<file path="src/rtl/rom_burst_reader.sv">
// rtl/rom_burst_reader.sv - burst reader for a 1-cycle-latency sync ROM, streams words out with backpressure
// Optional feature macro: CHECKSUM_EN adds checksum_o, the XOR of all beats accepted in the current burst.
module rom_burst_reader #(
    parameter int ADDR_W = 4,
    parameter int DATA_W = 4
) (
    input  logic              clock_i,
    input  logic              reset_n_i,
    input  logic              start_i,
    input  logic [ADDR_W-1:0] base_addr_i,
    input  logic [ADDR_W-1:0] len_m1_i,
    output logic              rom_enable_o,
    output logic [ADDR_W-1:0] rom_address_o,
    input  logic [DATA_W-1:0] rom_read_data_i,
`ifdef CHECKSUM_EN
    output logic [DATA_W-1:0] checksum_o,
`endif
    output logic              out_valid_o,
    input  logic              out_ready_i,
    output logic [DATA_W-1:0] out_data_o,
    output logic              out_last_o,
    output logic              busy_o,
    output logic              done_o
);

    localparam logic [1:0] S_IDLE  = 2'd0;
    localparam logic [1:0] S_RUN   = 2'd1;
    localparam logic [1:0] S_DRAIN = 2'd2;

    logic [1:0]        state_q, state_d;
    logic [ADDR_W-1:0] next_addr_q;
    logic [ADDR_W-1:0] last_addr_q;
    logic [ADDR_W-1:0] len_q;
    logic [ADDR_W-1:0] issue_cnt_q;
    logic [ADDR_W-1:0] beat_cnt_q;
    logic              inflight_q;
    logic [DATA_W-1:0] mem_q [2];
    logic              wr_ptr_q;
    logic              rd_ptr_q;
    logic [1:0]        count_q, count_d;
    logic              done_q;

    logic       start_acc;
    logic       pop;
    logic       push;
    logic       issue;
    logic       last_beat;
    logic [1:0] occ_eff;
    logic [1:0] credit_used;

    // Handshake decode and read-credit accounting; a beat leaving this cycle frees its slot immediately
    // so a held-high out_ready sustains one beat per cycle.
    always_comb begin
        start_acc   = (state_q == S_IDLE) && start_i;
        pop         = (count_q != 2'd0) && out_ready_i;
        push        = inflight_q;
        occ_eff     = count_q - {1'b0, pop};
        credit_used = occ_eff + {1'b0, inflight_q};
        issue       = (state_q == S_RUN) && (credit_used < 2'd2);
        last_beat   = pop && (beat_cnt_q == len_q);
        count_d     = count_q + {1'b0, push} - {1'b0, pop};
    end

    // Burst sequencing: IDLE -> RUN while reads remain -> DRAIN until the final beat leaves.
    always_comb begin
        state_d = state_q;
        case (state_q)
            S_IDLE:  if (start_i) state_d = S_RUN;
            S_RUN:   if (issue && (issue_cnt_q == len_q)) state_d = S_DRAIN;
            S_DRAIN: if (last_beat) state_d = S_IDLE;
            default: state_d = S_IDLE;
        endcase
    end

    // State register and the one-cycle completion pulse.
    always_ff @(posedge clock_i or negedge reset_n_i) begin
        if (!reset_n_i) begin
            state_q <= S_IDLE;
            done_q  <= 1'b0;
        end else begin
            state_q <= state_d;
            done_q  <= last_beat;
        end
    end

    // Read issue side: burst parameters, next address (wraps naturally) and the last driven address.
    always_ff @(posedge clock_i or negedge reset_n_i) begin
        if (!reset_n_i) begin
            next_addr_q <= '0;
            last_addr_q <= '0;
            issue_cnt_q <= '0;
            len_q       <= '0;
            inflight_q  <= 1'b0;
        end else begin
            inflight_q <= issue;
            if (start_acc) begin
                next_addr_q <= base_addr_i;
                issue_cnt_q <= '0;
                len_q       <= len_m1_i;
            end else if (issue) begin
                last_addr_q <= next_addr_q;
                next_addr_q <= next_addr_q + 1'b1;
                issue_cnt_q <= issue_cnt_q + 1'b1;
            end
        end
    end

    // Two-entry output FIFO; the credit rule guarantees a push never finds it full.
    always_ff @(posedge clock_i or negedge reset_n_i) begin
        if (!reset_n_i) begin
            mem_q[0] <= '0;
            mem_q[1] <= '0;
            wr_ptr_q <= 1'b0;
            rd_ptr_q <= 1'b0;
            count_q  <= 2'd0;
        end else begin
            if (push) begin
                mem_q[wr_ptr_q] <= rom_read_data_i;
                wr_ptr_q        <= ~wr_ptr_q;
            end
            if (pop) rd_ptr_q <= ~rd_ptr_q;
            count_q <= count_d;
        end
    end

    // Beat counter for the output side; identifies the last beat of the burst.
    always_ff @(posedge clock_i or negedge reset_n_i) begin
        if (!reset_n_i) begin
            beat_cnt_q <= '0;
        end else if (start_acc) begin
            beat_cnt_q <= '0;
        end else if (pop) begin
            beat_cnt_q <= beat_cnt_q + 1'b1;
        end
    end

`ifdef CHECKSUM_EN
    logic [DATA_W-1:0] csum_q;

    // Running XOR of accepted beats, restarted on every accepted start.
    always_ff @(posedge clock_i or negedge reset_n_i) begin
        if (!reset_n_i) begin
            csum_q <= '0;
        end else if (start_acc) begin
            csum_q <= '0;
        end else if (pop) begin
            csum_q <= csum_q ^ mem_q[rd_ptr_q];
        end
    end

    assign checksum_o = csum_q;
`endif

    assign rom_enable_o  = issue;
    assign rom_address_o = issue ? next_addr_q : last_addr_q;
    assign out_valid_o   = (count_q != 2'd0);
    assign out_data_o    = mem_q[rd_ptr_q];
    assign out_last_o    = (count_q != 2'd0) && (beat_cnt_q == len_q);
    assign busy_o        = (state_q != S_IDLE);
    assign done_o        = done_q;

endmodule
</file>
<file path="config.mk">
export PLATFORM = sky130hd
export DESIGN_NAME = rom_burst_reader
export DESIGN_NICKNAME = d
export VERILOG_FILES = /design/src/rtl/rom_burst_reader.sv
export SDC_FILE = /design/constraint.sdc
export NUM_CORES = 1
export LEC_CHECK = 0
export ABC_AREA = 1
export BUFFER_PORTS_ARGS = -buffer_cell sky130_fd_sc_hd__buf_2
export CAP_MARGIN = 20
export CORE_UTILIZATION = 50
export CTS_BUF_LIST = sky130_fd_sc_hd__clkbuf_8
export CTS_CLUSTER_SIZE = 25
export DETAILED_ROUTE_END_ITERATION = 6
export GPL_ROUTABILITY_DRIVEN = 0
export MAX_ROUTING_LAYER = met4
export PLACE_DENSITY = 0.74
export REMOVE_ABC_BUFFERS = 1
export SYNTH_ARGS = -nofsm -noshare
export SYNTH_HDL_FRONTEND = slang
export SYNTH_SLANG_ARGS = --single-unit
</file>
<file path="constraint.sdc">
create_clock -name clock_i -period 2.05 [get_ports clock_i]
set_input_delay 0.3075 -clock clock_i [delete_from_list [all_inputs] [get_ports clock_i]]
set_output_delay 0.3075 -clock clock_i [all_outputs]
set_load 0.005 [all_outputs]
</file>
After elaboration in Yosys (flattened, before gate mapping)

Cells that the tools add are included.

Reductions and logical operators: 13
Divide/modulo/power cells: 0
Mux-type cells: 17
Shifts and indexed selects: 0
Eq/ne operators: 7
$add $sub $neg: 7
Multipliers: 0
Magnitude comparators: 4
Bitwise gates (word level): 4

Operators by type and width:

| operator                                                                     | count |
|---|---|
| 4-bit two-way mux                                                            | 11 |
| 4-bit by 1-bit adder with 4-bit output, second input constant                | 3 |
| 8-bit bitwise mux                                                            | 1 |
| 4-bit == test                                                                | 2 |
| 2-bit nonzero test                                                           | 4 |
| 1-bit logical AND                                                            | 7 |
| 2-bit two-way mux                                                            | 3 |
| 2-bit one-hot mux with 3 select lines                                        | 1 |
| 2-bit by 1-bit adder with 2-bit output                                       | 2 |
| 4-bit demux with 1-bit select                                                | 1 |
| 2-bit >= comparator, second input constant                                   | 2 |
| 2-bit != test, second input constant                                         | 2 |
| 1-bit inverter with 2-bit output                                             | 2 |
| 2-bit by 1-bit subtractor with 2-bit output                                  | 2 |
| 3-bit AND reduction                                                          | 1 |
| 2-bit by 1-bit == test with 1-bit output, second input constant              | 1 |
| 2-bit == test, second input constant                                         | 1 |
| 2-bit zero test                                                              | 1 |
| 2-bit by 1-bit less-than comparator with 1-bit output, second input constant | 1 |
| 2-bit less-than comparator, second input constant                            | 1 |
| 2-bit by 1-bit != test with 1-bit output, second input constant              | 1 |
| 1-bit inverter                                                               | 2 |

Bits in registers: 36
Bits of input ports: 16
Bits in writable memories: 0
Bits in latches: 0
Output and inout port bits: 13
Memories: 0
ROM bits: 0
Word-level logic and storage cells: 65

Logic depth before layout (Yosys ltp)

Gate-level depths: netlist (run 1).

Word-level depth: 9
Mapped depth: 15
Depth with buffers taken out: 15

Worst setup path before layout (run 1)

OpenSTA, ideal clock, no wires.

Kind: flip-flop to output port
Start point: register count_q[1]
End point: output port rom_address_o[1]
Slack: -0.011 ns
Arrival: 1.753 ns
Cell stages (with the launch flop): 14
Data required time: 1.742 ns
Path buffers: 1
Cell sequence: dfrtp_1 nor2_1 inv_1 nand2_1 inv_2 ha_1 inv_1 ha_1 inv_1 nand2_2 nand3_4 buf_6 nand2_2 nand2_1

Word-level cells in the longest chain between the ends: 7

RTL lines:

| element                                     | line | source |
|---|---|---|
| from (decl)                                 | 40   | `logic [1:0] count_q, count_d;` |
| from (signal assigned)                      | 122  | `count_q <= count_d;` |
| 2-bit nonzero test                          | -    |  |
| via out_valid_o                             | 18   | `output logic out_valid_o,` |
| 1-bit logical AND                           | 55   | `pop = (count_q != 2'd0) && out_ready_i;` |
| via pop                                     | 44   | `logic pop;` |
| 2-bit by 1-bit subtractor with 2-bit output | 57   | `occ_eff = count_q - {1'b0, pop};` |
| 2-bit by 1-bit adder with 2-bit output      | 58   | `credit_used = occ_eff + {1'b0, inflight_q};` |
| 2-bit less-than comparator                  | 59   | `issue = (state_q == S_RUN) && (credit_used < 2'd2);` |
| 1-bit logical AND                           | 59   |  |
| 4-bit two-way mux                           | -    |  |
| to (decl)                                   | 13   | `output logic [ADDR_W-1:0] rom_address_o,` |

The timed path passes the listed nets, and every way through them passes these cells.

Final worst setup path (run 1)

Start point: register count_q[0]
End point: output port rom_address_o[0]

Word-level cells in the longest chain between the ends: 7

RTL lines:

| element                                     | line |
|---|---|
| 2-bit nonzero test                          | 55 |
| 1-bit logical AND                           | 55 |
| via pop                                     | 44 |
| 2-bit by 1-bit subtractor with 2-bit output | 57 |
| 2-bit by 1-bit adder with 2-bit output      | 58 |
| 2-bit less-than comparator                  | 59 |
| 1-bit logical AND                           | 59 |
| 4-bit two-way mux                           | - |

The timed path passes the listed nets, and every way through them passes these cells.

==> results of run 1 <==
==> repair_timing <==
item,in CTS,in global routing
setup buffers,12,3
gates resized for setup,17,8
pin swaps,7,5
endpoints found under the setup margin,10,14
endpoints found under the hold margin,0,0
==> layer usage <==
metal | vias to the layer above | part of all wire (%) | GRT usage [%]
met5 | - | 0 | -
met4 | 0 | 1.7 | 9.38
met3 | 7 | 4.8 | 5.62
met2 | 43 | 48 | 38.2
met1 | 785 | 46 | 28.7
li1 | 876 | - | -
==> worst paths after layout <==
| kind | end |
|---|---|
| worst max register to register | state_q[0] |
| worst max-delay path | rom_address_o[0] |
| worst min-delay path | last_addr_q[0] |
| worst min register to register | last_addr_q[0] |
| min in group clock_i | len_q[2] |
| max in group asynchronous | count_q[0] |
==> stage by stage <==
step | cells | power, mW | setup TNS (ns) | worst slack (ns)
after floorplan | 243 | 2.53 | -0.264 | -0.0768
after global placement | 326 | 3.15 | -0.156 | -0.0446
after detailed placement | 326 | 3.21 | -0.323 | -0.0781
after CTS | 346 | 4.05 | -1.38 | -0.247
after global routing | 349 | 4.64 | -3.55 | -0.447
final | 349 | 4.24 | -2.21 | -0.322
==> flip-flops by register name (all words and copies together), names as in the netlist <==
register / count
mem_q: 8
beat_cnt_q: 4
state_q: 2
inflight_q: 1
issue_cnt_q: 4
count_q: 2
last_addr_q: 4
rd_ptr_q: 1
done_o: 1
len_q: 4
next_addr_q: 4
wr_ptr_q: 1
==> cell type report <==
class | count | area [sq um]
repair buffers | 52 | 338
fillers | 307 | 1060
multi-input cells | 176 | 902
inverters | 31 | 121
flip-flops and latches | 36 | 901
well taps | 46 | 57.6
clock buffers | 6 | 82.6
clock inverters | 2 | 10.0
==> Yosys cell counts <==
library cell | n | share of area (%)
nand2_1 | 106 | 21
dfrtp_1 | 36 | 48
inv_1 | 26 | 5.2
nand3_1 | 17 | 4.5
o21ai_0 | 15 | 4.0
nor2_1 | 9 | 1.8
ha_1 | 5 | 3.3
inv_2 | 5 | 1.0
buf_2 | 4 | 1.1
nand2_2 | 4 | 1.3
nand3_2 | 4 | 2.1
nand4_1 | 4 | 1.3
xor2_1 | 3 | 1.4
a21oi_1 | 2 | 0.53
o21ai_1 | 2 | 0.53
or2_2 | 2 | 0.66
buf_6 | 1 | 0.60
nand3_4 | 1 | 0.93
nor2_4 | 1 | 0.60
nor3_1 | 1 | 0.27
==> report_power, final <==
part	internal, mW	total, mW	switching (mW)	leakage [nW]
clock network	0.268	0.512	0.244	0.0510
logic	1.10	2.40	1.31	0.853
registers	1.04	1.32	0.276	0.453
total	2.41	4.24	1.83	1.36
==> cell families after synthesis <==
family,Yosys count,share of synthesized area [%]
xor+xnor,3,1.39
simple gates,149,34.6
fa+ha+maj,5,3.32
compound gates,19,5.04
buf+inv,36,7.83
flops,36,47.8
==> worst max-delay path, stage by stage (launching register included) <==
cell and delay, ns:
dfrtp_1 0.39, nor2_2 0.15, inv_2 0.07, nand2_2 0.08, inv_2 0.06, ha_4 0.26, inv_2 0.04, ha_4 0.17
nand3_4 0.08, nand3_4 0.13, inv_6 0.11, nand2_2 0.06, nand2_1 0.06, buf_2 0.10
==> cell usage in the layout, fill, tap and decap left out, types with 3 or more instances in the layout <==
| master | count |
|---|---|
| o21ai_1 | 3 |
| nand3_2 | 4 |
| buf_2 | 27 |
| nand3_1 | 16 |
| o21ai_0 | 14 |
| buf_4 | 22 |
| nand4_1 | 4 |
| inv_1 | 23 |
| nor2_1 | 8 |
| inv_2 | 7 |
| nand2_1 | 98 |
| xor2_1 | 3 |
| clkbuf_8 | 6 |
| dfrtp_1 | 36 |
| ha_1 | 3 |
| nand2_2 | 11 |
==> results.sh, run 1 <==
export IMPL_num_rows=21
export IMPL_root_buffer="clkbuf_8"
export IMPL_ios=29
export IMPL_drt_iter0_drc=69
export IMPL_hold_viol=0
export IMPL_ys_ff_latch=36
export IMPL_yosys_warnings=0
export IMPL_vias=1711
export IMPL_setup_slack_ns=-0.322
export IMPL_dp_final_hpwl_um=2560
export IMPL_via_per_inst=4.90
export IMPL_worstPathRequired_ns=1.74
export IMPL_period_needed_ns=2.37
export IMPL_wl_per_cell_um=11.5
export IMPL_violations="negative setup slack"
export IMPL_core_sq_mm=0.00347
export IMPL_rsz0062_at_grt="true"
export IMPL_drv_cap=0
export IMPL_cts_tree="built"
export IMPL_ys_seq_area_share_pct=47.8
export IMPL_htreeDepth=2
export IMPL_dieWidth_um=63.4
export IMPL_cp_end_kind="output pin"
export IMPL_synth_area_per_cell_sq_um=7.60
export IMPL_clock_latency_ns=0.29
export IMPL_antenna_found_initial=0
export IMPL_reg2reg_slack_ns=-0.18
export IMPL_numCtsBuffers=5
export IMPL_clk_pin_slew_worst_paths_ns=0.07
export IMPL_setup_viol=9
export IMPL_clock_sinks=36
export IMPL_cts_hold_buf=0
export IMPL_final_cell_area_sq_mm=0.00241
export IMPL_period_share_pct=116
export IMPL_p_per_area_mw_per_mm2=1760
export IMPL_grt_max_degree=37
export IMPL_peakVddDrop_mv=1.01
export IMPL_syn2layout_area_growth_pct=27.9
export IMPL_fin_worst_skew_ns=0.00317
export IMPL_dpl_cell_area_sq_mm=0.00212
export IMPL_slew_headroom_pct=48.5
export IMPL_grtUsageTotal_pct=23.7
export IMPL_critPathKind="flip-flop to output pin"
export IMPL_drc=0
export IMPL_first_global_vias=1617
export IMPL_totalWireLength_um=4000
export IMPL_fmax_mhz=422
export IMPL_reg2regPathDepth=18
export IMPL_synthCells=248
export IMPL_hp_class="primary input to asynchronous set/reset pin"
export IMPL_fin_nets=323
export IMPL_ys_types=20
export IMPL_first_pass_iters=4
export IMPL_dieHeight_um=63.4
export IMPL_p_leak_nw=1.36
export IMPL_hold_ws_ns=0.0823
export IMPL_r2r_start="count_q[0]"
export IMPL_clockBufferDepth=2
export IMPL_syn_area_sq_mm=0.00189
export IMPL_grt_remaining_overflow=0
export IMPL_antenna_cells=0
export IMPL_utilization_pct=69.6
export IMPL_crit_fanout=7
export IMPL_crit_path_start="count_q[0]"
export IMPL_drive_above_1_share_pct=30.4
export IMPL_grt_pass1_wl_um=7070
export IMPL_tightest_slew_ns=0.772
export IMPL_numPortBuffers=28
export IMPL_die_area_sq_mm=0.00402
export IMPL_antenna_left=0
export IMPL_initial_core_util_pct=54.4
export IMPL_outcome="finished with violations"
export IMPL_cp_start_kind="flip-flop"
export IMPL_crit_arrival_ns=2.06
export IMPL_slew_violations=0
Power figures use the tool's default switching activity.
==> run 2: changes to the inputs <==
--- a/config.mk
+++ b/config.mk
@@ -8,13 +8,12 @@
 export ABC_AREA = 1
 export BUFFER_PORTS_ARGS = -buffer_cell sky130_fd_sc_hd__buf_2
 export CAP_MARGIN = 20
-export CORE_UTILIZATION = 50
+export CORE_UTILIZATION = 35
 export CTS_BUF_LIST = sky130_fd_sc_hd__clkbuf_8
 export CTS_CLUSTER_SIZE = 25
 export DETAILED_ROUTE_END_ITERATION = 6
 export GPL_ROUTABILITY_DRIVEN = 0
 export MAX_ROUTING_LAYER = met4
-export PLACE_DENSITY = 0.74
 export REMOVE_ABC_BUFFERS = 1
 export SYNTH_ARGS = -nofsm -noshare
 export SYNTH_HDL_FRONTEND = slang
==> run 2 against run 1 <==
The run still ends with negative setup slack left; maximum frequency up 4.5%; total power down 4.0%; sequential share of layout area up 0.59 points; critical path depth unchanged; register-to-register slack better by 0.31 ns; sequential power about the same; wire length down 0.40%; design area down 1.6%; critical endpoint unchanged; largest power group unchanged.
==> results.sh, run 2 (synthesized netlist as in run 1, its figures left out) <==
export IMPL_outcome="finished with violations"
export IMPL_violations="negative setup slack"
export IMPL_setup_slack_ns=-0.219
export IMPL_first_global_vias=1603
export IMPL_drc=0
export IMPL_rsz0062_at_grt="true"
export IMPL_hp_class="primary input to asynchronous set/reset pin"
export IMPL_period_needed_ns=2.27
export IMPL_totalWireLength_um=3990
export IMPL_cp_end_kind="output pin"
export IMPL_dieWidth_um=75.4
export IMPL_wl_per_cell_um=10.9
export IMPL_largest_register_ffs=8
export IMPL_root_buffer="clkbuf_8"
export IMPL_tns_ns=-1.23
export IMPL_dp_cells=349
export IMPL_p_sw_share_pct=43.0
export IMPL_seq_power_share_pct=32.4
export IMPL_numCtsBuffers=5
export IMPL_initial_core_util_pct=36.7
export IMPL_finalNonFillerCells=367
export IMPL_p_leak_nw=1.33
export IMPL_antenna_cells=0
export IMPL_ios=29
export IMPL_drt_iter0_drc=88
export IMPL_grt_remaining_overflow=0
export IMPL_antenna_found_initial=0
export IMPL_worstPathRequired_ns=1.74
export IMPL_fin_nets=317
export IMPL_tightest_slew_ns=0.823
export IMPL_layout_commonest_cell="nand2_1"
export IMPL_timing_rr_end="next_addr_q[2]"
export IMPL_p_int_mw=2.32
export IMPL_grt_pass1_wl_um=7060
export IMPL_hold_ws_ns=0.120
export IMPL_drive_above_1_share_pct=26.9
export IMPL_power_share_clock_pct=12.6
export IMPL_cp_start_kind="flip-flop"
export IMPL_cts_hold_buf=0
export IMPL_dieHeight_um=75.4
export IMPL_fmax_mhz=441
export IMPL_grt_max_degree=37
export IMPL_seqCellArea_sq_um=901
export IMPL_hold_viol=0
export IMPL_setup_viol=6
export IMPL_cts_tree="built"
export IMPL_vias=1658
export IMPL_first_pass_iters=4
export IMPL_multiInputGateArea_sq_um=890
export IMPL_antenna_left=0
export IMPL_clk_pin_slew_worst_paths_ns=0.07
export IMPL_crit_fanout=7
export IMPL_dp_worst_setup_slack_ns=-0.0795
export IMPL_p_per_area_mw_per_mm2=1710
export IMPL_via_per_inst=4.52
export IMPL_grtUsageTotal_pct=17.2
export IMPL_fillers=555
export IMPL_mostFrequentLayoutCells="101 x nand2_1, 36 x dfrtp_1, 26 x buf_2"
export IMPL_period_share_pct=111
export IMPL_numPortBuffers=28
export IMPL_crit_arrival_ns=1.96
export IMPL_slew_headroom_pct=45.2
export IMPL_syn2layout_area_growth_pct=25.9
export IMPL_htreeDepth=2
export IMPL_p_comb_share_pct=55.0
export IMPL_slew_violations=0
export IMPL_core_sq_mm=0.00514
export IMPL_clock_sinks=36
export IMPL_reg2reg_slack_ns=0.13
export IMPL_die_area_sq_mm=0.00569
export IMPL_power_switching_mw=1.75
export IMPL_num_rows=26
export IMPL_critPathKind="flip-flop to output pin"
export IMPL_clock_latency_ns=0.29
export IMPL_reg2regPathDepth=14
export IMPL_fin_worst_skew_ns=0.00900
export IMPL_clockBufferDepth=2
export IMPL_dp_final_hpwl_um=2720
export IMPL_r2r_start="count_q[0]"
export IMPL_drv_cap=0
export IMPL_utilization_pct=46.2
export IMPL_largest_register="mem_q"
export IMPL_peakVddDrop_mv=0.886
run 2: cell count changes in the layout (fill, tap and decap cells not counted), moves of 2 or more:
cell,change
inv_1,+2
nand2_1,+3
clkinv_2,-2
nand2_2,-3
buf_4,-4
run 2: layer usage:
layer  share of wire (%)  wire length, um  track usage (%)  vias up
met1                  48             1920             21.7      771
met4                0.75               30             5.56        0
met2                  48             1900             27.4       22
met5                   0                0                -        -
li1                    -                -                -      863
met3                 3.4              135             4.10        2
run 2: critical path, cell delays in order (launching register included):
cell     delay (ns)
dfrtp_1        0.39
nor2_2         0.13
inv_2          0.05
nand2_2        0.06
inv_2          0.05
ha_4           0.26
inv_2          0.04
ha_4           0.16
nand3_4        0.09
nand3_4        0.12
inv_4          0.11
nand2_2        0.06
nand2_1        0.06
buf_2          0.10
run 2: final cells by class:
type	instances	area share [%]
clock buffer	6	3.48
clock inverter	2	0.316
inverter	31	5.01
multi-input combinational	176	37.5
sequential	36	37.9
tap	70	3.69
timing repair buffer	46	12.1
run 2: power by group through the flow:
stage / clock network [mW] / registers (mW) / logic [mW]
floorplan: 0 / 1.25 / 1.29
global placement: 0 / 1.31 / 1.86
detailed placement: 0 / 1.31 / 1.90
finish: 0.512 / 1.32 / 2.24
CTS: 0.528 / 1.31 / 2.19
global route: 0.563 / 1.37 / 2.60
run 2: worst max path at each step:
stage	startpoint	endpoint	slack [ns]	cells past startpoint
2_1_floorplan	count_q[1]	rom_address_o[0]	-0.08	13
3_3_place_gp	count_q[0]	rom_address_o[2]	-0.04	14
3_5_place_dp	count_q[0]	rom_address_o[0]	-0.08	14
4_1_cts	count_q[1]	rom_enable_o	-0.25	13
5_1_grt	count_q[0]	rom_address_o[1]	-0.36	13
6_report	count_q[0]	rom_address_o[0]	-0.22	13
run 2: stage by stage:
| stage | power [mW] | area (sq um) |
|---|---|---|
| after detailed placement | 3.21 | 2140 |
| final | 4.07 | 2370 |
| after global placement | 3.17 | 2140 |
| after CTS | 4.03 | 2350 |
| after floorplan | 2.53 | 1850 |
| after global routing | 4.53 | 2370 |
run 2: repair_timing:
action,CTS,global route
endpoints found under the setup margin,10,14
pin swaps,4,3
buffers inserted,9,2
hold endpoints to repair,0,0
resized for setup,12,5
==> run 3: changes to the inputs <==
==> constraint.sdc (replaced) <==
create_clock -name clock_i -period 2.05 [get_ports clock_i]
set_input_delay 0.3075 -clock clock_i [delete_from_list [all_inputs] [get_ports clock_i]]
set_output_delay 0.3075 -clock clock_i [all_outputs]
set_load 0.02 [all_outputs]
==> run 3 against run 2 <==
The run still ends with negative setup slack left; wire length is 1.9% higher; via count is 0.54% lower; combinational power is 16% higher; highest routed layer unchanged.
==> results.sh, run 3 (synthesized netlist as in run 1, its figures left out) <==
export IMPL_outcome="finished with violations"
export IMPL_violations="negative setup slack"
export IMPL_cp_end_kind="output pin"
export IMPL_first_global_vias=1599
export IMPL_fin_nets=316
export IMPL_core_sq_mm=0.00514
export IMPL_worstPathRequired_ns=1.74
export IMPL_dieWidth_um=75.4
export IMPL_utilization_pct=47.2
export IMPL_numPortBuffers=28
export IMPL_setup_viol=6
export IMPL_antenna_left=0
export IMPL_grt_remaining_overflow=0
export IMPL_slew_violations=0
export IMPL_first_pass_iters=4
export IMPL_via_per_inst=4.51
export IMPL_totalWireLength_um=4060
export IMPL_dieHeight_um=75.4
export IMPL_clock_latency_ns=0.29
export IMPL_grt_max_degree=37
export IMPL_num_rows=26
export IMPL_cts_tree="built"
export IMPL_drv_cap=0
export IMPL_largest_register_ffs=8
export IMPL_antenna_found_initial=0
export IMPL_rsz0062_at_grt="true"
export IMPL_layout_commonest_cell="nand2_1"
export IMPL_antenna_cells=0
export IMPL_die_area_sq_mm=0.00569
export IMPL_root_buffer="clkbuf_8"
export IMPL_hold_viol=0
export IMPL_fmax_mhz=425
export IMPL_dp_final_hpwl_um=2750
export IMPL_p_leak_nw=1.36
export IMPL_hold_ws_ns=0.111
export IMPL_drt_iter0_drc=119
export IMPL_setup_slack_ns=-0.301
export IMPL_hp_class="primary input to asynchronous set/reset pin"
export IMPL_dp_cells=348
export IMPL_critPathKind="flip-flop to output pin"
export IMPL_period_needed_ns=2.35
export IMPL_drive_above_1_share_pct=27.7
export IMPL_clock_sinks=36
export IMPL_clockBufferDepth=2
export IMPL_numCtsBuffers=5
export IMPL_vias=1649
export IMPL_total_power_mw=4.43
export IMPL_p_per_area_mw_per_mm2=1820
export IMPL_grtUsageTotal_pct=17.1
export IMPL_fin_worst_skew_ns=0.00922
export IMPL_htreeDepth=2
export IMPL_largest_register="mem_q"
export IMPL_crit_fanout=8
export IMPL_syn2layout_area_growth_pct=28.8
export IMPL_clk_pin_slew_worst_paths_ns=0.07
export IMPL_tightest_slew_ns=0.814
export IMPL_crit_arrival_ns=2.04
export IMPL_wl_per_cell_um=11.1
export IMPL_cp_start_kind="flip-flop"
export IMPL_cts_hold_buf=0
export IMPL_initial_core_util_pct=36.7
export IMPL_finalNonFillerCells=366
export IMPL_drc=0
export IMPL_peakVddDrop_mv=1.26
export IMPL_slew_headroom_pct=45.7
export IMPL_mostFrequentLayoutCells="98 x nand2_1, 36 x dfrtp_1, 25 x inv_1"
export IMPL_ios=29
export IMPL_grt_pass1_wl_um=7120
export IMPL_period_share_pct=115
==> run 3: power by group <==
| group | total [mW] | switching [mW] | internal, mW |
|---|---|---|---|
| clock network | 0.508 | 0.244 | 0.264 |
| logic | 2.59 | 1.50 | 1.09 |
| registers | 1.33 | 0.283 | 1.04 |
==> run 3: metal layers <==
metal	GRT usage, %	vias to the layer above	routed length [um]
li1	-	861	-
met1	21.8	756	1920
met2	27.3	26	1930
met3	4.50	6	166
met4	4.32	0	46
met5	-	-	0
==> run 3: repair_timing <==
action / 4_1_cts / 5_1_grt
pin swaps: 7 / 7
setup buffers: 9 / 2
endpoints found under the setup margin: 10 / 11
resized for setup: 30 / 8
hold endpoints to repair: 0 / 0
==> run 3: worst paths after layout <==
path / end / cells past startpoint / from / slack [ns]
min in group clock_i: len_q[3] / 3 / len_m1_i[3] / 0.24
hold / removal: last_addr_q[0] / 1 / reset_n_i / 0.11
hold reg to reg: mem_q[0] / 2 / mem_q[0] / 0.49
setup reg to reg: next_addr_q[0] / 14 / count_q[0] / 0.04
max in group asynchronous: mem_q[2] / 1 / reset_n_i / 1.42
setup / recovery: rom_address_o[1] / 13 / count_q[0] / -0.30
==> run 3: area by class of cell <==
cell class              instances  area (sq um)
inverters                      31           121
multi-input cells             176           907
flip-flops and latches         36           901
clock buffers                   6          82.6
well taps                      70          87.6
repair buffers                 45           322
clock inverters                 2          7.51
fillers                       549          2710
==> run 3: per-stage QoR <==
stage / instance area (sq um) / setup TNS (ns) / worst slack, ns
floorplan: 1850 / -1.44 / -0.423
global placement: 2130 / -0.339 / -0.0884
detailed placement: 2130 / -0.763 / -0.154
CTS: 2380 / -1.51 / -0.301
global route: 2430 / -2.74 / -0.417
finish: 2430 / -1.63 / -0.301
==> run 3: critical path, stage by stage, from the launching register on <==
cell and delay [ns]:
dfrtp_1 0.40, nor2_2 0.15, inv_2 0.06, nand2_2 0.07
inv_2 0.05, ha_4 0.25, inv_2 0.04, ha_4 0.17
nand3_4 0.08, nand3_4 0.14, inv_6 0.13, nand2_4 0.05
nand2_2 0.06, buf_6 0.11
